## src/rtl/game_bus_if.sv

```systemverilog
`default_nettype none
// ============================================================================
// Module      : game_bus_if
// Description : Memory-mapped bus between the game bus master and the
//               extras region (timer, strike counter).
//               addr/data/we/en : master -> responder, registered by master
//               q               : responder -> master, valid the cycle after
//                                 a read is issued
// Revision    : 1.0 - initial release
// ============================================================================
interface game_bus_if #(
  parameter int DATA_WIDTH = 16,
  parameter int ADDR_WIDTH = 16
);
  logic [ADDR_WIDTH-1:0] addr;
  logic [DATA_WIDTH-1:0] data;
  logic                  we;
  logic                  en;
  logic [DATA_WIDTH-1:0] q;

  modport master (output addr, output data, output we, output en, input q);
  modport slave  (input addr, input data, input we, input en, output q);
endinterface
`default_nettype wire

```

## src/rtl/game_bus_master.sv

```systemverilog
`default_nettype none
// ============================================================================
// Module      : game_bus_master
// Description : Bus initiator for the extras region. Loads the countdown
//               timer and clears the strike register on start, then polls the
//               timer and writes every new strike count. Reports game end.
// Ports       : clk        - system clock
//               reset_n    - asynchronous active-low reset
//               start      - one-cycle pulse, begin (or restart) a game
//               start_sec  - initial seconds, sampled on start
//               strike_in  - one-cycle strike pulse from puzzle modules
//               bus        - master side of game_bus_if (addr/data/we/en/q)
//               time_left  - last seconds value read from the timer
//               strikes    - current strike count
//               busy       - state is not IDLE
//               game_over  - game has ended
//               exploded   - game lost (timeout or max strikes)
// Revision    : 1.0 - initial release
// ============================================================================
module game_bus_master #(
  parameter int          DATA_WIDTH  = 16,
  parameter int          ADDR_WIDTH  = 16,
  parameter int unsigned TIMER_ADDR  = 32'h0000_F330,
  parameter int unsigned STRIKE_ADDR = 32'h0000_F663,
  parameter int unsigned POLL_CYCLES = 50000,
  parameter int unsigned MAX_STRIKES = 3
) (
  input  wire logic                  clk,
  input  wire logic                  reset_n,
  input  wire logic                  start,
  input  wire logic [DATA_WIDTH-1:0] start_sec,
  input  wire logic                  strike_in,
  game_bus_if.master                 bus,
  output logic      [DATA_WIDTH-1:0] time_left,
  output logic      [2:0]            strikes,
  output logic                       busy,
  output logic                       game_over,
  output logic                       exploded
);

  localparam int                    CNT_W     = (POLL_CYCLES > 1) ? $clog2(POLL_CYCLES) : 1;
  localparam logic [CNT_W-1:0]      POLL_LAST = CNT_W'(POLL_CYCLES - 1);
  localparam logic [ADDR_WIDTH-1:0] T_ADDR    = ADDR_WIDTH'(TIMER_ADDR);
  localparam logic [ADDR_WIDTH-1:0] S_ADDR    = ADDR_WIDTH'(STRIKE_ADDR);
  localparam logic [2:0]            MAX_S     = 3'(MAX_STRIKES);

  typedef enum logic [2:0] {
    S_IDLE   = 3'd0,
    S_LOAD_T = 3'd1,
    S_CLR_S  = 3'd2,
    S_WAIT   = 3'd3,
    S_RD_REQ = 3'd4,
    S_RD_CAP = 3'd5,
    S_WR_S   = 3'd6,
    S_DONE   = 3'd7
  } state_t;

  state_t                  state_q;
  logic [ADDR_WIDTH-1:0]   addr_q;
  logic [DATA_WIDTH-1:0]   data_q;
  logic                    we_q;
  logic                    en_q;
  logic [DATA_WIDTH-1:0]   start_sec_q;
  logic [DATA_WIDTH-1:0]   time_left_q;
  logic [2:0]              strikes_q;
  logic [1:0]              pending_q;
  logic [1:0]              pending_d;
  logic [CNT_W-1:0]        poll_cnt_q;
  logic                    busy_q;
  logic                    game_over_q;
  logic                    exploded_q;

  logic                    strike_active;
  logic                    pending_dec;
  logic [2:0]              strikes_inc;

  // Strikes are only counted while a game is in progress.
  assign strike_active = (state_q != S_IDLE) && (state_q != S_DONE);
  // One pending strike is consumed on the cycle that leaves WR_S.
  assign pending_dec   = (state_q == S_WR_S);
  assign strikes_inc   = strikes_q + 3'd1;

  // Saturating pending counter; a strike arriving on a consume cycle cancels out.
  always_comb begin
    pending_d = pending_q;
    if (strike_active && strike_in && !pending_dec) begin
      if (pending_q != 2'd3) begin
        pending_d = pending_q + 2'd1;
      end
    end else if (pending_dec && !(strike_active && strike_in)) begin
      if (pending_q != 2'd0) begin
        pending_d = pending_q - 2'd1;
      end
    end
  end

  // Bus outputs are loaded on entry to a bus state so each transaction
  // occupies exactly the cycle the FSM spends in that state.
  always_ff @(posedge clk or negedge reset_n) begin
    if (!reset_n) begin
      state_q     <= S_IDLE;
      addr_q      <= '0;
      data_q      <= '0;
      we_q        <= 1'b0;
      en_q        <= 1'b0;
      start_sec_q <= '0;
      time_left_q <= '0;
      strikes_q   <= 3'd0;
      pending_q   <= 2'd0;
      poll_cnt_q  <= '0;
      busy_q      <= 1'b0;
      game_over_q <= 1'b0;
      exploded_q  <= 1'b0;
    end else begin
      pending_q <= pending_d;
      addr_q    <= '0;
      data_q    <= '0;
      we_q      <= 1'b0;
      en_q      <= 1'b0;

      case (state_q)
        S_IDLE, S_DONE: begin
          if (start) begin
            start_sec_q <= start_sec;
            strikes_q   <= 3'd0;
            pending_q   <= 2'd0;
            poll_cnt_q  <= '0;
            game_over_q <= 1'b0;
            exploded_q  <= 1'b0;
            busy_q      <= 1'b1;
            state_q     <= S_LOAD_T;
            addr_q      <= T_ADDR;
            data_q      <= start_sec;
            we_q        <= 1'b1;
            en_q        <= 1'b1;
          end
        end

        S_LOAD_T: begin
          time_left_q <= start_sec_q;
          state_q     <= S_CLR_S;
          addr_q      <= S_ADDR;
          data_q      <= '0;
          we_q        <= 1'b1;
          en_q        <= 1'b1;
        end

        S_CLR_S: begin
          poll_cnt_q <= '0;
          state_q    <= S_WAIT;
        end

        S_WAIT: begin
          if (pending_q != 2'd0) begin
            // Counter is held so a poll that was due fires right after the write.
            state_q <= S_WR_S;
            addr_q  <= S_ADDR;
            data_q  <= DATA_WIDTH'(strikes_inc);
            we_q    <= 1'b1;
            en_q    <= 1'b1;
          end else if (poll_cnt_q == POLL_LAST) begin
            poll_cnt_q <= '0;
            state_q    <= S_RD_REQ;
            addr_q     <= T_ADDR;
            en_q       <= 1'b1;
          end else begin
            poll_cnt_q <= poll_cnt_q + 1'b1;
          end
        end

        S_RD_REQ: begin
          state_q <= S_RD_CAP;
        end

        S_RD_CAP: begin
          time_left_q <= bus.q;
          if (bus.q == '0) begin
            game_over_q <= 1'b1;
            exploded_q  <= 1'b1;
            state_q     <= S_DONE;
          end else begin
            state_q <= S_WAIT;
          end
        end

        S_WR_S: begin
          strikes_q <= strikes_inc;
          if (strikes_inc >= MAX_S) begin
            game_over_q <= 1'b1;
            exploded_q  <= 1'b1;
            state_q     <= S_DONE;
          end else begin
            state_q <= S_WAIT;
          end
        end

        default: begin
          busy_q  <= 1'b0;
          state_q <= S_IDLE;
        end
      endcase
    end
  end

  assign bus.addr  = addr_q;
  assign bus.data  = data_q;
  assign bus.we    = we_q;
  assign bus.en    = en_q;
  assign time_left = time_left_q;
  assign strikes   = strikes_q;
  assign busy      = busy_q;
  assign game_over = game_over_q;
  assign exploded  = exploded_q;

endmodule
`default_nettype wire
```

## src/flat_wrapper.sv

```systemverilog
// flat-port wrapper written by rule: the top's interface ports become plain ports
module game_bus_master_flat 
#(
  parameter int          DATA_WIDTH  = 16,
  parameter int          ADDR_WIDTH  = 16,
  parameter int unsigned TIMER_ADDR  = 32'h0000_F330,
  parameter int unsigned STRIKE_ADDR = 32'h0000_F663,
  parameter int unsigned POLL_CYCLES = 50000,
  parameter int unsigned MAX_STRIKES = 3
)
  (clk, reset_n, start, start_sec, strike_in, time_left, strikes, busy, game_over, exploded, bus_addr, bus_data, bus_we, bus_en, bus_q);
  game_bus_if #(.DATA_WIDTH(DATA_WIDTH), .ADDR_WIDTH(ADDR_WIDTH)) bus_i ();
  input  wire logic clk;
  input  wire logic reset_n;
  input  wire logic start;
  input  wire logic [DATA_WIDTH-1:0] start_sec;
  input  wire logic strike_in;
  output logic      [DATA_WIDTH-1:0] time_left;
  output logic      [2:0] strikes;
  output logic busy;
  output logic game_over;
  output logic exploded;
  output wire logic [$bits(bus_i.addr)-1:0] bus_addr;
  output wire logic [$bits(bus_i.data)-1:0] bus_data;
  output wire logic [$bits(bus_i.we)-1:0] bus_we;
  output wire logic [$bits(bus_i.en)-1:0] bus_en;
  input wire logic [$bits(bus_i.q)-1:0] bus_q;
  assign bus_addr = bus_i.addr;
  assign bus_data = bus_i.data;
  assign bus_we = bus_i.we;
  assign bus_en = bus_i.en;
  assign bus_i.q = bus_q;
  game_bus_master #(.DATA_WIDTH(DATA_WIDTH), .ADDR_WIDTH(ADDR_WIDTH), .TIMER_ADDR(TIMER_ADDR), .STRIKE_ADDR(STRIKE_ADDR), .POLL_CYCLES(POLL_CYCLES), .MAX_STRIKES(MAX_STRIKES)) u_core (.clk(clk), .reset_n(reset_n), .start(start), .start_sec(start_sec), .strike_in(strike_in), .bus(bus_i), .time_left(time_left), .strikes(strikes), .busy(busy), .game_over(game_over), .exploded(exploded));
endmodule
```

## config.mk

```make
export PLATFORM = sky130hd
export DESIGN_NAME = game_bus_master_flat
export DESIGN_NICKNAME = d
export VERILOG_FILES = /design/src/rtl/game_bus_if.sv /design/src/rtl/game_bus_master.sv /design/src/flat_wrapper.sv
export SDC_FILE = /design/constraint.sdc
export NUM_CORES = 1
export LEC_CHECK = 0
export CAP_MARGIN = 20
export CORE_ASPECT_RATIO = 2
export CORE_MARGIN = 2
export CORE_UTILIZATION = 49
export DETAILED_ROUTE_END_ITERATION = 8
export HOLD_SLACK_MARGIN = 0.1
export PLACE_DENSITY_LB_ADDON = 0.12
export SLEW_MARGIN = 0
export SYNTH_ARGS = -nofsm -noshare
export SYNTH_HDL_FRONTEND = slang
export SYNTH_SLANG_ARGS = --single-unit
```

## constraint.sdc

```tcl
create_clock -name clk -period 2.2 [get_ports clk]
set_input_delay 0.33 -clock clk [delete_from_list [all_inputs] [get_ports clk]]
set_output_delay 0.33 -clock clk [all_outputs]
set_load 0.03 [all_outputs]
```

Word level (Yosys, flattened, before mapping):

Cells that the tools add are included.
Widths: inputs -> output; s select.

* add/subtract/negate cells: 4
* magnitude comparators: 1
* equality and inequality tests: 15
* multiplexer cells: 36
* reduce and logical (&&, ||, !) cells: 20

Operators with widths (number)
* $mux 16: 7
* $pmux 16 s3: 2
* $pmux 16 s2: 2
* $mux 3: 7
* $pmux 3 s7: 1
* $add 16x1->16 const B: 1
* $eq 16x16->1 const B: 1
* $logic_not 16->1: 1
* $eq 3x3->1 const B: 4
* $mux 2: 6
* $pmux 1 s3: 3
* $reduce_bool 3->1: 3
* $ne 2x2->1 const B: 4
* $mux 1: 7
* $eq 3x2->1 const B: 2
* $pmux 3 s2: 1
* $reduce_and 2->1: 3
* $reduce_bool 2->1: 3
* $logic_and 1x1->1: 4
* $reduce_and 4->1: 1
* $add 3x1->3 const B: 1
* $eq 3x1->1 const B: 1
* $ge 3x2->1 const B: 1
* $logic_not 3->1: 1
* other kinds (8): 9

* input port bits: 36
* word-level logic and storage cells: 88
* output and inout bits: 56
* flip-flop bits (word level): 92

Logic depth before layout (Yosys ltp):

* depth in word-level cells: 9
* gate-level depth with buffers: 7
* gate-level depth less buffers: 6

Least setup slack after synthesis:

No wires, ideal clock.

* path type: reg2reg
* from: register u_core.strikes_q[0] (netlist: u_core.strikes[0])
* to: register u_core.game_over_q (netlist: u_core.game_over)
* stages on the path, launching flop included: 7
* library setup time: 66 ps
* path buffers: 0
* period minus slack after synthesis: 1679 ps
* path slack: 521 ps
* arrival: 1613 ps
* required time: 2134 ps
* cell sequence: dfrtp_1 > inv_1 > ha_1 > o21ba_2 > a21o_1 > o22ai_1 > a22o_1

* word-level cells in the longest chain between the ends: 4

Ends and longest elaborated chain
* start, declared: RTL line game_bus_master.sv:65 `logic [2:0] strikes_q;`
* start signal, assigned: RTL line game_bus_master.sv:187 `strikes_q <= strikes_inc;`
* $add 3x1->3: RTL line game_bus_master.sv:81 `assign strikes_inc = strikes_q + 3'd1;`
* $ge 3x2->1: RTL line game_bus_master.sv:188 `if (strikes_inc >= MAX_S) begin`
* $ne 2x2->1 (no source line)
* $reduce_and 4->1 (no source line)
* end signal, assigned: RTL line game_bus_master.sv:112 `game_over_q <= 1'b0;`
* end signal, assigned: RTL line game_bus_master.sv:178 `game_over_q <= 1'b1;`
* end signal, assigned: RTL line game_bus_master.sv:189 `game_over_q <= 1'b1;`
* end, declared: RTL line game_bus_master.sv:70 `logic game_over_q;`

No other way between the ends.
A chain may end at the register's enable or synchronous reset.

Worst setup path in the final report:

* from: register u_core.poll_cnt_q[7]
* to: register u_core.poll_cnt_q[12]

* word-level cells in the longest chain between the ends: 4
* elaborated cells between the ends (all ways): 5
* classes of those cells: add/sub (1); eq/ne (1); mux (3)

Ends and longest elaborated chain
* start, declared: RTL line game_bus_master.sv:68 `logic [CNT_W-1:0] poll_cnt_q;`
* start signal, assigned: RTL line game_bus_master.sv:167 `poll_cnt_q <= poll_cnt_q + 1'b1;`
* $add 16x1->16 / $eq 16x16->1 (equally long branches): RTL line game_bus_master.sv:167, game_bus_master.sv:161
* $mux 16 (*): RTL line game_bus_master.sv:161 `end else if (poll_cnt_q == POLL_LAST) begin`
* $mux 16 (*): RTL line game_bus_master.sv:154 `if (pending_q != 2'd0) begin`
* $pmux 16 s3 (*): RTL line game_bus_master.sv:121 `case (state_q)`

Every way passes the cells marked *; elsewhere a longest branch is shown, timed or not. The select of a mux whose other input is x is not followed.

==> impl_metrics.toml <==
[routing]
ant_nets = 0
drtIter0Drc = 203
via_count = 2995
drt-pass1-iter-count = 4
drc_errors = 0
drt_wl_total_microns = 9200
wl_per_cell_microns = 17.1
vias_per_cell = 5.56

[finish]
antenna_cells = 0
final_cell_mix = "clkdlybuf4s50_1, dfrtp_1, nand2_1"
area_delta_synth_final_pct = 33.3
final_common_cell = "clkdlybuf4s50_1"
finish.net_count = 481
drive_above_1_share = 0.0917

[setup_path]
cp-end-kind = "flop"
crit_fanout = 14
ff2ff_setup_slack_ps = 200
r2r_start = "u_core.poll_cnt_q[7]"
cp-start-kind = "flop"
crit_type = "flop to flop"
required_ps = 2380
reg2reg_depth = 4
cp_data_arrival_time_ps = 2190
r2r-end = "u_core.poll_cnt_q[12]"

[floorplanning]
rows = 44
die_x_microns = 65.5
fp.dieH_microns = 127
core_area_sq_mm = 0.00732
start_util = 0.506
pin_count = 92
dieArea_sq_mm = 0.00832

[pwr]
power.density_mw_per_mm2 = 1450
irDropWorstVdd_mv = 0.939
leakagePower_nw = 2.18
power_mw = 7.15

[timing]
max_slew_margin = 0.564
drv_slew = 0
clock_skew_ps = 4.84
clock.fmax_mhz = 500
tns_ps = 0
finalSetupViolCount = 0
fin_crit_sh = 0.909
hold_viol = 0
period_minus_slack_ps = 2000
worst_pin_slew_ps = 654
rsz0062_at_grt = "no"

[clock_tree]
clock_path_buffers = 2
cts_setup_buffers = 0
root_buffer = "clkbuf_16"
post_cts_resized = 0
cts-buffers-inserted = 9
clock-sinks = 79
clk_latency_ps = 340
clk_pin_slew_ps = 60
htreeDepth = 3
cts_tree = "done"

[run_status]
outcome = "complete, no violations"

[logic_synthesis]
yosysWarnings = 0
synth_top_cell_by_area = "dfrtp_1"
mappedNetlistArea_sq_mm = 0.00371
syn_inst = 359
seq_area_frac_synth = 0.533
synth_top_area_share = 0.533
synth_area_leaders = "dfrtp_1, mux2i_1, o21ai_0"
synth-edff-count = 0
synthArstFlopShare = 1.00
synthDistinctLibCells = 52
synth.avg_cell_area_sq_um = 10.3
synthFlopType = "dfrtp_1"
synth_seq_cells = 79

[worst_hold_path]
hp-start = "u_core.start_sec_q[7]"
min_path_type = "flop to flop"
hold_depth = 1
holdPathEnd = "u_core.start_sec_q[7]"

[global_route]
grt_pass1_wl_microns = 15200
grt_pass1_vias = 3126
grt_usage = 0.241
antenna_found_initial = 0
grt_max_degree = 44
gr-total-overflow = 0

[run]
cap_viol_max_count = 0

[placed_design]
hpwl_microns = 6870
placement.io_buffers = 87
routabilityCongestion = 0.811
layout make-up:
cell class / instances / area, sq um
clock inverters: 6 / 67.6
multi-input cells: 241 / 1500
well taps: 92 / 115
clock buffers: 10 / 239
fillers: 569 / 2380
inverters: 8 / 30.0
flip-flops and latches: 79 / 1980
repair buffers: 103 / 1020
worst max-delay path, stage by stage (launching register included):
cell and delay, ps:
dfrtp_1 480, nor4b_1 480, nand4_1 220, a21oi_2 570
a21oi_1 90
cells by family after synthesis:
group / Yosys count / synth area share
simple gates: 119 / 0.178
compound gates: 98 / 0.167
flops: 79 / 0.533
buf+inv: 42 / 0.0658
mux: 16 / 0.0432
fa+ha+maj: 3 / 0.0101
other cells: 1 / 0.00101
xor+xnor: 1 / 0.00236
report_power, final:
part           switching (mW)  leakage [nW]  internal [mW]
sequential              0.400          1.03           1.91
clock                   0.599         0.145          0.913
combinational            1.91          1.01           1.41
metal layers:
metal  vias to the layer above  global-route usage  wire length, microns
li1                       1436                   -                     -
met1                      1455               0.255                  3250
met2                        84               0.445                  5340
met3                        20              0.0414                   377
met4                         0               0.123                   231
met5                         -                   0                     0
through the flow:
stage | hold slack (ps) | instances | utilization | cell area (sq um) | worst slack (ps)
6_report | 478 | 539 | 0.675 | 4940 | 199
5_1_grt | 498 | 539 | 0.675 | 4940 | 27.8
4_1_cts | 479 | 539 | 0.675 | 4940 | 222
3_5_place_dp | 326 | 522 | 0.632 | 4630 | 112
3_3_place_gp | 318 | 522 | 0.632 | 4630 | 157
2_1_floorplan | 34.4 | 362 | - | 3720 | 521
cells in the mapped netlist (all sizes together), types with 2 or more instances:
cell type / number
nand2: 42
o21ai: 33
or3: 5
nor3: 3
o31ai: 10
a211oi: 2
a21o: 14
or4: 10
nand2b: 2
or2: 4
dfrtp: 79
nor2: 9
buf: 27
inv: 8
clkbuf: 7
o211ai: 2
ha: 3
nand4: 4
a21oi: 22
nand3: 8
nor3b: 2
and4: 5
o22ai: 4
nor4b: 2
and2: 15
nor4: 4
mux2i: 16
registers in the layout, summed over array words and instances (netlist names):
register / count
u_core.time_left: 16
u_core.busy: 1
u_core.bus.data: 16
u_core.game_over: 1
u_core.bus.en: 1
u_core.strikes: 3
u_core.bus.we: 1
u_core.pending_q: 2
u_core.bus.addr: 3
u_core.start_sec_q: 16
u_core.state_q: 3
u_core.poll_cnt_q: 16
how the worst max path moves through the flow:
stage                                     from                     to  slack [ps]  cells past startpoint
after global routing         u_core.state_q[1]  u_core.poll_cnt_q[15]          30                      5
final                     u_core.poll_cnt_q[7]  u_core.poll_cnt_q[12]         200                      4
after detailed placement                 start  u_core.poll_cnt_q[15]         110                      6
after CTS                    u_core.state_q[2]  u_core.poll_cnt_q[15]         220                      5
after floorplan              u_core.strikes[0]       u_core.game_over         520                      6
after global placement                   start  u_core.poll_cnt_q[15]         160                      6
what timing repair did:
| item | CTS | global route |
|---|---|---|
| setup endpoints to repair | 0 | 0 |
| hold buffers | 1 | 0 |
| endpoints found under the hold margin | 36 | 0 |
Note: power is estimated with default switching activity, not from simulation.
==> patch (same settings) <==
`ADDR_WIDTH` is set to 16 in 3 places; all go to 15.
--- a/src/rtl/game_bus_if.sv
+++ b/src/rtl/game_bus_if.sv
@@ -12,3 +12,3 @@
   parameter int DATA_WIDTH = 16,
-  parameter int ADDR_WIDTH = 16
+  parameter int ADDR_WIDTH = 15
 );
--- a/src/rtl/game_bus_master.sv
+++ b/src/rtl/game_bus_master.sv
@@ -21,3 +21,3 @@
   parameter int          DATA_WIDTH  = 16,
-  parameter int          ADDR_WIDTH  = 16,
+  parameter int          ADDR_WIDTH  = 15,
   parameter int unsigned TIMER_ADDR  = 32'h0000_F330,
--- a/src/flat_wrapper.sv
+++ b/src/flat_wrapper.sv
@@ -4,3 +4,3 @@
   parameter int          DATA_WIDTH  = 16,
-  parameter int          ADDR_WIDTH  = 16,
+  parameter int          ADDR_WIDTH  = 15,
   parameter int unsigned TIMER_ADDR  = 32'h0000_F330,
Interface: changed (resized bus_addr); port bits go from 92 to 91. The function was not compared with the original's and may differ.
==> patch against the unedited design <==
Critical path depth up 1. Die area down 1.5%. Worst hold slack got worse by 0.014 ns. Worst setup slack got worse by 0.080 ns. Total power increased by 2.1%. Combinational power about the same. Synthesized cell count decreased by 1.1%. Sequential share of layout area shrank 0.076 points. Synthesized area is 1.6% lower. Wire length decreased by 4.0%. Count of clock-buffer cells in the layout rose by 1. Sequential cell count did not move. Cell area increased by 0.25%.
==> patch: results (changes against the unedited design) <==
| Metric | Value |
|---|---|
| Pre-CTS WS | `-0.0443 ns (-0.156 ns)` |
| Crit Path Max Fanout | `7 (-7)` |
| Lkg Pwr | `2.23 nW (+2.3%)` |
| Antenna violations before repair | `0 (unchanged)` |
| Final setup skew | `0.00493 ns (+0.0000932 ns)` |
| Outcome | `complete, no violations` |
| Logic power comb | `3.33 mW (about the same)` |
| Synth cell types | `47 (-9.6%)` |
| Total Nets Final | `482 (+0.21%)` |
| CTS H-tree depth | `3 (unchanged)` |
| CTS clock-pin slew for the worst setup and hold paths | `0.06 ns (about the same)` |
| Seq pwr share | `0.309 (-0.015)` |
| Initial DRC count | `185 (-8.9%)` |
| Pin count of the biggest net entering global routing | `46 (+4.5%)` |
| Final Hold Vio Count | `0 (unchanged)` |
| Layout cells sized above 1 | `0.103 (+0.0110)` |
| Post-synth top cells | `dfrtp_1, nand2_1, o21ai_0` |
| Synth warn | `0 (unchanged)` |
| Post-CTS setup buffers | `0 (unchanged)` |
| Maximum VDD drop | `0.000766 V (-18%)` |
| ANT cells | `0 (unchanged)` |
| Async SR Flop Fraction | `1.00 (unchanged)` |
| Synth area leaders | `dfrtp_1, mux2i_1, nand2_1` |
| First-pass GRT wire length | `14300 µm (-5.7%)` |
| # port buffers | `86 (-1.1%)` |
| Final Wtd Congestion | `0.778 (-4.1%)` |
| Internal power | `4.44 mW (+5.0%)` |
| Root buf cell | `clkbuf_16` |
| Design Power | `7.30 mW (+2.1%)` |
| Vias in the first global route | `2939 (-6.0%)` |
| Clock buffer count from CTS | `9 (unchanged)` |
| Avg Vias per Cell | `5.34 (-3.8%)` |
| Filler instances | `580 (+1.9%)` |
| Worst-Skew Late Latency | `0.33 ns` |
| Hold WC Path Type | `reg2reg` |
| Worst-Margin Slew | `0.553 ns (-0.101 ns)` |
| Seq/Total Area, Yosys | `0.542 (+0.00859)` |
| GRT Resource Usage Total | `0.230 (-0.0118)` |
| TritonRoute pass-1 iters | `4 (unchanged)` |
| Clock buffer depth | `2 (unchanged)` |
| DRT Wirelength | `8840 µm (-4.0%)` |
| Synthesized area per cell | `10.3 µm² (-0.48%)` |
| DP HPWL | `6300 µm (-8.3%)` |
## patch: stage by stage
step,std cells,hold slack (ns),utilization,instance area [µm²],TNS [ns]
after floorplan,358,0.0344,-,3660,0
after CTS,539,0.469,0.680,4940,0
after global routing,540,0.483,0.682,4960,0
after detailed placement,522,0.319,0.631,4580,-0.0719
after global placement,522,0.315,0.631,4580,0
final,540,0.463,0.682,4960,0
## patch: cells by family (layout without fill, tap and decap cells)
family | Yosys count | after routing | share of synthesized area
xor gates and xnor gates | 14 | 14 | 0.0336
adders and majority gates | 3 | 3 | 0.0103
DFF | 79 | 79 | 0.542
muxes | 16 | 16 | 0.0439
AOI/OAI and AO/OA | 83 | 83 | 0.140
buffers and inverters | 38 | 127 | 0.0603
and+or+nand+nor | 121 | 122 | 0.169
other | 1 | 4 | 0.00103
## patch: layout make-up
cell class / count / area [µm²] / area share
Inverter: 6 / 22.5 / 0.00454
Clock buffer: 11 / 243 / 0.0490
Multi-Input combinational cell: 242 / 1480 / 0.298
Sequential cell: 79 / 1980 / 0.399
Timing Repair Buffer: 105 / 1020 / 0.205
Clock inverter: 5 / 104 / 0.0210
Tap cell: 92 / 115 / 0.0232
## patch: repair_timing
action	4_1_cts	5_1_grt
setup endpoints to repair	0	3
hold endpoints to repair	34	0
hold buffers	1	0
resized for setup	0	2
## patch: routing by layer
| metal | part of all wire | global-route usage | vias to the layer above |
|---|---|---|---|
| li1 | - | - | 1393 |
| met1 | 0.37 | 0.249 | 1387 |
| met2 | 0.57 | 0.412 | 91 |
| met3 | 0.044 | 0.0598 | 15 |
| met4 | 0.021 | 0.0956 | 0 |
| met5 | 0 | 0 | - |
## patch: path summary, 6_finish.rpt
path                                                  start                                 to  slack [ns]  cells after the start
setup / recovery           u_core.poll_cnt_q[5]$_DFFE_PN0P_   u_core.poll_cnt_q[7]$_DFFE_PN0P_        0.12                      5
hold / removal                      u_core.busy$_DFFE_PN0P_            u_core.busy$_DFFE_PN0P_        0.46                      1
setup reg to reg           u_core.poll_cnt_q[5]$_DFFE_PN0P_   u_core.poll_cnt_q[7]$_DFFE_PN0P_        0.12                      5
hold reg to reg                     u_core.busy$_DFFE_PN0P_            u_core.busy$_DFFE_PN0P_        0.46                      1
max in group asynchronous                           reset_n  u_core.start_sec_q[6]$_DFFE_PN0P_        1.09                      3
min in group asynchronous                           reset_n      u_core.bus.data[14]$_DFF_PN0_        0.50                      2
## patch: critical path, stage by stage (launching register included)
cell     delay, ns
dfrtp_1       0.44
or4b_1        0.49
or4_4         0.55
and2_4        0.21
nor2_4        0.19
nor2_1        0.08
